File: src/rtl/mac_signed_pipe.sv
// Three-stage signed multiply-add / multiply-accumulate pipeline.
// S1 holds operands, S2 holds the full-precision product, S3 holds p (the accumulator).
module mac_signed_pipe #(
  parameter int AW = 16,
  parameter int BW = 16,
  parameter int CW = 16,
  parameter int PW = 48
) (
  input  logic                 clk,
  input  logic                 rst_n,
  input  logic                 ce,
  input  logic                 sclr,
  input  logic                 in_valid,
  input  logic signed [AW-1:0] a,
  input  logic signed [BW-1:0] b,
  input  logic signed [CW-1:0] c,
  input  logic        [1:0]    mode,
  output logic signed [PW-1:0] p,
  output logic                 p_valid,
  output logic signed [PW-1:0] pcout,
  output logic                 ovf
);

  localparam int MW = AW + BW;

  // S1
  logic signed [AW-1:0] a_q, a_d;
  logic signed [BW-1:0] b_q, b_d;
  logic signed [CW-1:0] c1_q, c1_d;
  logic        [1:0]    mode1_q, mode1_d;
  logic                 v1_q, v1_d;

  // S2
  logic signed [MW-1:0] prod_q, prod_d;
  logic signed [CW-1:0] c2_q, c2_d;
  logic        [1:0]    mode2_q, mode2_d;
  logic                 v2_q, v2_d;

  // S3
  logic signed [PW-1:0] p_q, p_d;
  logic                 pv_q, pv_d;
  logic                 ovf_q, ovf_d;

  logic signed [MW-1:0] prod_full;
  logic signed [PW-1:0] prod_ext;
  logic signed [PW-1:0] c_ext;
  logic signed [PW-1:0] term_a;
  logic signed [PW-1:0] term_b;
  logic signed [PW-1:0] sum;
  logic                 ovf_now;

  // PW >= MW+1, so negating the extended product can never overflow.
  always_comb begin
    prod_full = a_q * b_q;
    prod_ext  = PW'(prod_q);
    c_ext     = PW'(c2_q);
    term_a    = mode2_q[1] ? p_q : c_ext;
    term_b    = mode2_q[0] ? -prod_ext : prod_ext;
    sum       = term_a + term_b;
    ovf_now   = (term_a[PW-1] == term_b[PW-1]) && (sum[PW-1] != term_a[PW-1]);
  end

  always_comb begin
    a_d     = a_q;
    b_d     = b_q;
    c1_d    = c1_q;
    mode1_d = mode1_q;
    v1_d    = v1_q;
    prod_d  = prod_q;
    c2_d    = c2_q;
    mode2_d = mode2_q;
    v2_d    = v2_q;
    p_d     = p_q;
    pv_d    = pv_q;
    ovf_d   = ovf_q;
    // Clear wins over enable so in-flight samples are dropped even while stalled.
    if (sclr) begin
      a_d     = '0;
      b_d     = '0;
      c1_d    = '0;
      mode1_d = '0;
      v1_d    = 1'b0;
      prod_d  = '0;
      c2_d    = '0;
      mode2_d = '0;
      v2_d    = 1'b0;
      p_d     = '0;
      pv_d    = 1'b0;
      ovf_d   = 1'b0;
    end else if (ce) begin
      a_d     = a;
      b_d     = b;
      c1_d    = c;
      mode1_d = mode;
      v1_d    = in_valid;
      prod_d  = prod_full;
      c2_d    = c1_q;
      mode2_d = mode1_q;
      v2_d    = v1_q;
      p_d     = v2_q ? sum : p_q;
      pv_d    = v2_q;
      ovf_d   = ovf_q | (v2_q & ovf_now);
    end
  end

  always_ff @(posedge clk or negedge rst_n) begin
    if (!rst_n) begin
      a_q     <= '0;
      b_q     <= '0;
      c1_q    <= '0;
      mode1_q <= '0;
      v1_q    <= 1'b0;
      prod_q  <= '0;
      c2_q    <= '0;
      mode2_q <= '0;
      v2_q    <= 1'b0;
      p_q     <= '0;
      pv_q    <= 1'b0;
      ovf_q   <= 1'b0;
    end else begin
      a_q     <= a_d;
      b_q     <= b_d;
      c1_q    <= c1_d;
      mode1_q <= mode1_d;
      v1_q    <= v1_d;
      prod_q  <= prod_d;
      c2_q    <= c2_d;
      mode2_q <= mode2_d;
      v2_q    <= v2_d;
      p_q     <= p_d;
      pv_q    <= pv_d;
      ovf_q   <= ovf_d;
    end
  end

  assign p       = p_q;
  assign pcout   = p_q;
  assign p_valid = pv_q;
  assign ovf     = ovf_q;

endmodule
File: config.mk
export PLATFORM = sky130hd
export DESIGN_NAME = mac_signed_pipe
export DESIGN_NICKNAME = d
export VERILOG_FILES = /design/src/rtl/mac_signed_pipe.sv
export SDC_FILE = /design/constraint.sdc
export NUM_CORES = 1
export LEC_CHECK = 0
export ABC_AREA = 1
export CAP_MARGIN = 20
export CORE_MARGIN = 2
export CORE_UTILIZATION = 40
export CTS_CLUSTER_DIAMETER = 200
export CTS_CLUSTER_SIZE = 12
export DETAILED_ROUTE_END_ITERATION = 8
export HOLD_SLACK_MARGIN = 0.15
export PLACE_DENSITY = 0.56
export SYNTH_ARGS = -nofsm -noshare
export SYNTH_HDL_FRONTEND = slang
export SYNTH_SLANG_ARGS = --single-unit
File: constraint.sdc
create_clock -name clk -period 8.1 [get_ports clk]
set_input_delay 2.43 -clock clk [delete_from_list [all_inputs] [get_ports clk]]
set_output_delay 2.43 -clock clk [all_outputs]
set_load 0.005 [all_outputs]
# Word-level counts from Yosys, hierarchy flattened
# Cells that the tools add are included.
[op_classes]
add_sub_neg = 2
n_mul = 1
n_eq_ne = 2
muxes = 27
bitwise = 2
n_reduce_logical = 4
[op_table]
columns = ["op", "count"]
rows = [
  ["$mux 48", 5],
  ["$mux 16", 8],
  ["$mux 32", 2],
  ["$add 48x48->48", 1],
  ["$neg 32->48", 1],
  ["$mul 16x16->32", 1],
  ["$mux 1", 8],
  ["$mux 2", 4],
  ["$reduce_bool 2->1", 2],
  ["$reduce_and 2->1", 1],
  ["$and 1x1->1", 1],
  ["$eq 1x1->1", 1],
  ["$logic_and 1x1->1", 1],
  ["$ne 1x1->1", 1],
  ["$or 1x1->1", 1],
]
[word_totals]
ff_bits = 152
inputBits = 55
out_inout_bits = 98
elab_cells = 50

# Longest topological paths before layout
[depth]
depth_word = 9
depth_mapped = 26

# Worst setup path before layout
# Ideal clock, no wire load.
[synth_timing]
path_kind = "reg-to-reg"
startpoint = "reg a_q[15]"
endpoint = "reg prod_q[25]"
setup_ns = 0.118
t_arrival_ns = 5.579
required_time_ns = 7.982
slack_ns = 2.403
stages_incl_launch_ff = 23
period_less_slack_ns = 5.697
path_cell_list = "dfrtp_1 > clkbuf_1 > clkbuf_1 > nand2_1 > inv_1 > fa_1 > fa_1 > fa_1 > fa_1 > fa_1 > inv_1 > fa_1 > inv_1 > ha_1 > nand2_1 > nor2_1 > inv_1 > nor3_1 > o21ai_0 > nand3_1 > nand2_1 > nand3_1 > nand2_1"
[synth_between]
elab_chain_cells = 3
[synth_lines]
columns = ["item", "line_no", "source"]
rows = [
  ["start, declared", "27", "logic signed [AW-1:0] a_q, a_d;"],
  ["start signal, assigned", "108", "a_q <= '0;"],
  ["start signal, assigned", "121", "a_q <= a_d;"],
  ["$mul 16x16->32", "54", "prod_full = a_q * b_q;"],
  ["$mux 32", "90", "end else if (ce) begin"],
  ["$mux 32", "77", "if (sclr) begin"],
  ["end signal, assigned", "126", "prod_q <= prod_d;"],
  ["end, declared", "34", "logic signed [MW-1:0] prod_q, prod_d;"],
]
# No other way between the ends. The select of a mux whose other input is x is not followed.
# A chain may end at the register's enable or synchronous reset.

# Final worst setup path
[layout_timing]
startpoint = "reg b_q[1]"
endpoint = "reg prod_q[25]"
[layout_between]
elab_chain_cells = 3
[layout_lines]
columns = ["item", "line_no", "source"]
rows = [
  ["start, declared", "28", "logic signed [BW-1:0] b_q, b_d;"],
  ["start signal, assigned", "109", "b_q <= '0;"],
  ["start signal, assigned", "122", "b_q <= b_d;"],
  ["$mul 16x16->32", "54", ""],
  ["$mux 32", "90", ""],
  ["$mux 32", "77", ""],
]
# No other way between the ends. The select of a mux whose other input is x is not followed.

==> results.cfg <==
[outcome]
status = finished clean

[cts]
htreeDepth = 4
cts_inserted_buffers = 17
clock_path_buffers = 2
clock-sinks = 152
post_cts_buffers = 0
cts_root_buffer = clkbuf_16
insertion_delay_ns = 0.51
cts_resized = 0
path_clk_slew_ns = 0.08
cts_tree = done
ctsHoldBuffers = 0

[global_routing]
grt_max_degree = 99
grt_first_pass_wirelength_mm = 113.1
globalRoute.totalOverflow = 0
grtUsageTotal_pct = 26.13
grt_pass1_vias = 20450
antenna_found_initial = 0

[placed_design]
gp_congestion = 0.9475
dp_hpwl_mm = 57.90
port_buffers = 152
placed_cells = 3869

[finish]
fill_cells = 5651
final_nets = 3641
area_growth_pct = 10.75
stdcell_count = 3902
fin_util_pct = 44.98
layout-drive-gt1-share_pct = 2.527
diodes = 0

[synth]
synth-edff-count = 0
synthFlopType = dfrtp_1
yosys_warnings = 0
async_reset_ff_share_pct = 100.0
yosys.area.top_type = fa_1
syn_inst = 3164
netlist_area_mm2 = 0.02194
synth-seq-area-share_pct = 17.33
ys_seq_elements = 152
avgSynthCellArea_um2 = 6.935
netlist.area_leader.share_pct = 23.99
ys_types = 45
ys_top_cells_by_area = fa_1 (24%), dfrtp_1 (17%), nand2_1 (17%)
syn_nets = 3612

[timing]
slew_viol_final = 0
finalSetupTns_ns = 0
rsz0062_at_grt = false
slew_headroom_pct = 39.76
tightest_slew_ns = 0.9036
finalCritPeriodShare_pct = 80.71
finClkSkew_ns = 0.01749
period_minus_slack_ns = 6.538
holdWs_ns = 0.4810
finalHoldViolCount = 0
setup_violations = 0
fmax_mhz = 153.0

[die]
ioPinCount = 153
die_w_um = 238.2
rows = 85
die_h_um = 238.2
start_util_pct = 40.61
die_area_mm2 = 0.05675
coreArea_mm2 = 0.05403

[worst_setup_path]
worstSetupStartpoint = b_q[1]
worstSetupEndpointType = flip-flop
slowest_delay_ns = 0.92
worst-path-max-fanout = 17
reg2reg_to = prod_q[25]
path_cells = nand2_1, inv_1, fa_1, fa_1, fa_1, fa_1, fa_1, inv_1, fa_1, inv_1, ha_1, nand2_1, nor2_1, inv_1, nor3_1, o21ai_0, nand3_1, nand2_1, nand3_1, nand2_1
reg2reg_from = b_q[1]
rr_worst_depth = 20
crit_arrival_ns = 6.93
required_ns = 8.49
endpoint = prod_q[25]
rrSetupSlack_ns = 1.56
critPathKind = reg2reg
cpMaxStageDelayCell = fa_1
cp-start-kind = flip-flop
cpMostUsedCell = fa_1

[job]
maxCapViolations = 0

[routing]
avgViaCountPerCell = 5.050
route.detailed.drc = 0
routed_wl_mm = 70.74
via_count = 19710
first_iter_violations = 1347
dr.pass1.iters = 7
wire_per_inst_um = 18.13
ant_nets = 0

[pwr]
p_leak_nw = 13.91
powerDensity_mw_per_mm2 = 196.8
peakVddDrop_mv = 0.2014

[worst_hold_path]
worstHoldPathType = reg2reg
==> power breakdown <==
group	total (W)	leakage (nW)	internal, W	switching, W
registers	0.000999	2.03	0.000844	0.000155
clock network	0.000887	0.296	0.000442	0.000444
logic	0.00290	11.6	0.00101	0.00189
total	0.00478	13.9	0.00229	0.00249
==> worst max-delay path, delay by kind of cell (launching register included) <==
kind / cells / cell delay [ns]
AO/OA/AOI/OAI: 1 / 0.20
adder cells (fa/ha/maj): 7 / 3.85
flip-flops: 1 / 0.80
AND/OR/NAND/NOR: 8 / 1.21
buffers and inverters: 4 / 0.35
==> sequential cells by signal (all words and copies together) (netlist names) <==
signal / cells
b_q: 16
ovf: 1
p_valid: 1
a_q: 16
c1_q: 16
p: 48
v1_q: 1
mode1_q: 2
c2_q: 16
v2_q: 1
mode2_q: 2
prod_q: 32
==> cells by family after synthesis <==
logic type	after synthesis	synth area share, %
buf+inv	912	16.47
compound gates	311	8.052
simple gates	1352	24.98
xor+xnor	44	1.756
flops	152	17.33
fa+ha+maj	393	31.41
==> metrics by stage <==
stage	total power (W)	worst slack, ns	instance area (um^2)
global placement	0.003889	1.668	23670
CTS	0.004816	1.600	24270
finish	0.004782	1.562	24300
floorplan	0.003033	2.403	21940
detailed placement	0.003909	1.641	23670
global route	0.005262	1.110	24300
==> Yosys cell counts, types with 2 or more instances <==
| cell type | number |
|---|---|
| or2_2 | 3 |
| nand3_2 | 2 |
| nand4_1 | 29 |
| xnor2_1 | 11 |
| clkbuf_1 | 97 |
| a21o_1 | 2 |
| xor2_1 | 33 |
| fa_1 | 263 |
| o22ai_1 | 32 |
| dfrtp_1 | 152 |
| nor3_4 | 2 |
| nor2_2 | 9 |
| o21ai_1 | 3 |
| o21a_1 | 4 |
| o21ai_2 | 3 |
| nand3_1 | 106 |
| o31ai_1 | 2 |
| inv_2 | 4 |
| ha_1 | 130 |
| nand2_2 | 3 |
| buf_4 | 48 |
| a21oi_1 | 89 |
| o21bai_1 | 6 |
| nand3b_1 | 5 |
| nor4_1 | 5 |
| buf_2 | 8 |
| a22o_1 | 27 |
| nor3_1 | 18 |
| nor2_4 | 2 |
| o21ai_0 | 131 |
| inv_1 | 754 |
| nor2_1 | 170 |
| a31oi_1 | 9 |
| nand2_1 | 991 |
==> worst min path at each step <==
stage / startpoint / endpoint / slack [ns] / depth (start not counted)
2_1_floorplan: c2_q[1] / c2_q[1] / 0.45 / 2
3_3_place_gp: p_valid / p_valid / 0.47 / 2
3_5_place_dp: ovf / ovf / 0.47 / 2
4_1_cts: ovf / ovf / 0.48 / 2
5_1_grt: ovf / ovf / 0.52 / 2
6_report: ovf / ovf / 0.48 / 2
==> routing by layer <==
layer	global-route usage [%]	share of wire, %	up-vias
li1	-	-	9445
met1	32.89	43	9643
met2	46.21	50	511
met3	3.158	4.3	107
met4	9.205	3.0	0
met5	0	0	-
==> area by class of cell <==
type                    count  area, um^2  area share, %
clock inverters            15       182.7         0.7517
flip-flops and latches    152        3805          15.66
multi-input cells        2100       14540          59.83
well taps                 696       870.8          3.583
clock buffers              17       425.4          1.750
inverters                 758        2845          11.71
repair buffers            164        1633          6.719
==> placed cells by master (no fill, tap or decap), types with 4 or more instances in the layout <==
cell and n:
dfrtp_1 151, nor2_1 168, a31oi_1 9, nand3b_1 5
o21a_1 4, xnor2_1 11, clkdlybuf4s50_1 151, inv_8 5
xor2_1 33, nor3_1 18, nand2_1 991, clkbuf_16 17
inv_2 4, o21ai_0 131, nor4_1 5, nor2_4 4
fa_1 263, buf_4 11, a21oi_1 89, inv_1 753
a22o_1 27, o21bai_1 6, o22ai_1 32, ha_1 130
nand3_1 106, nand4_1 29, nor2_2 9
Power figures use the tool's default switching activity.
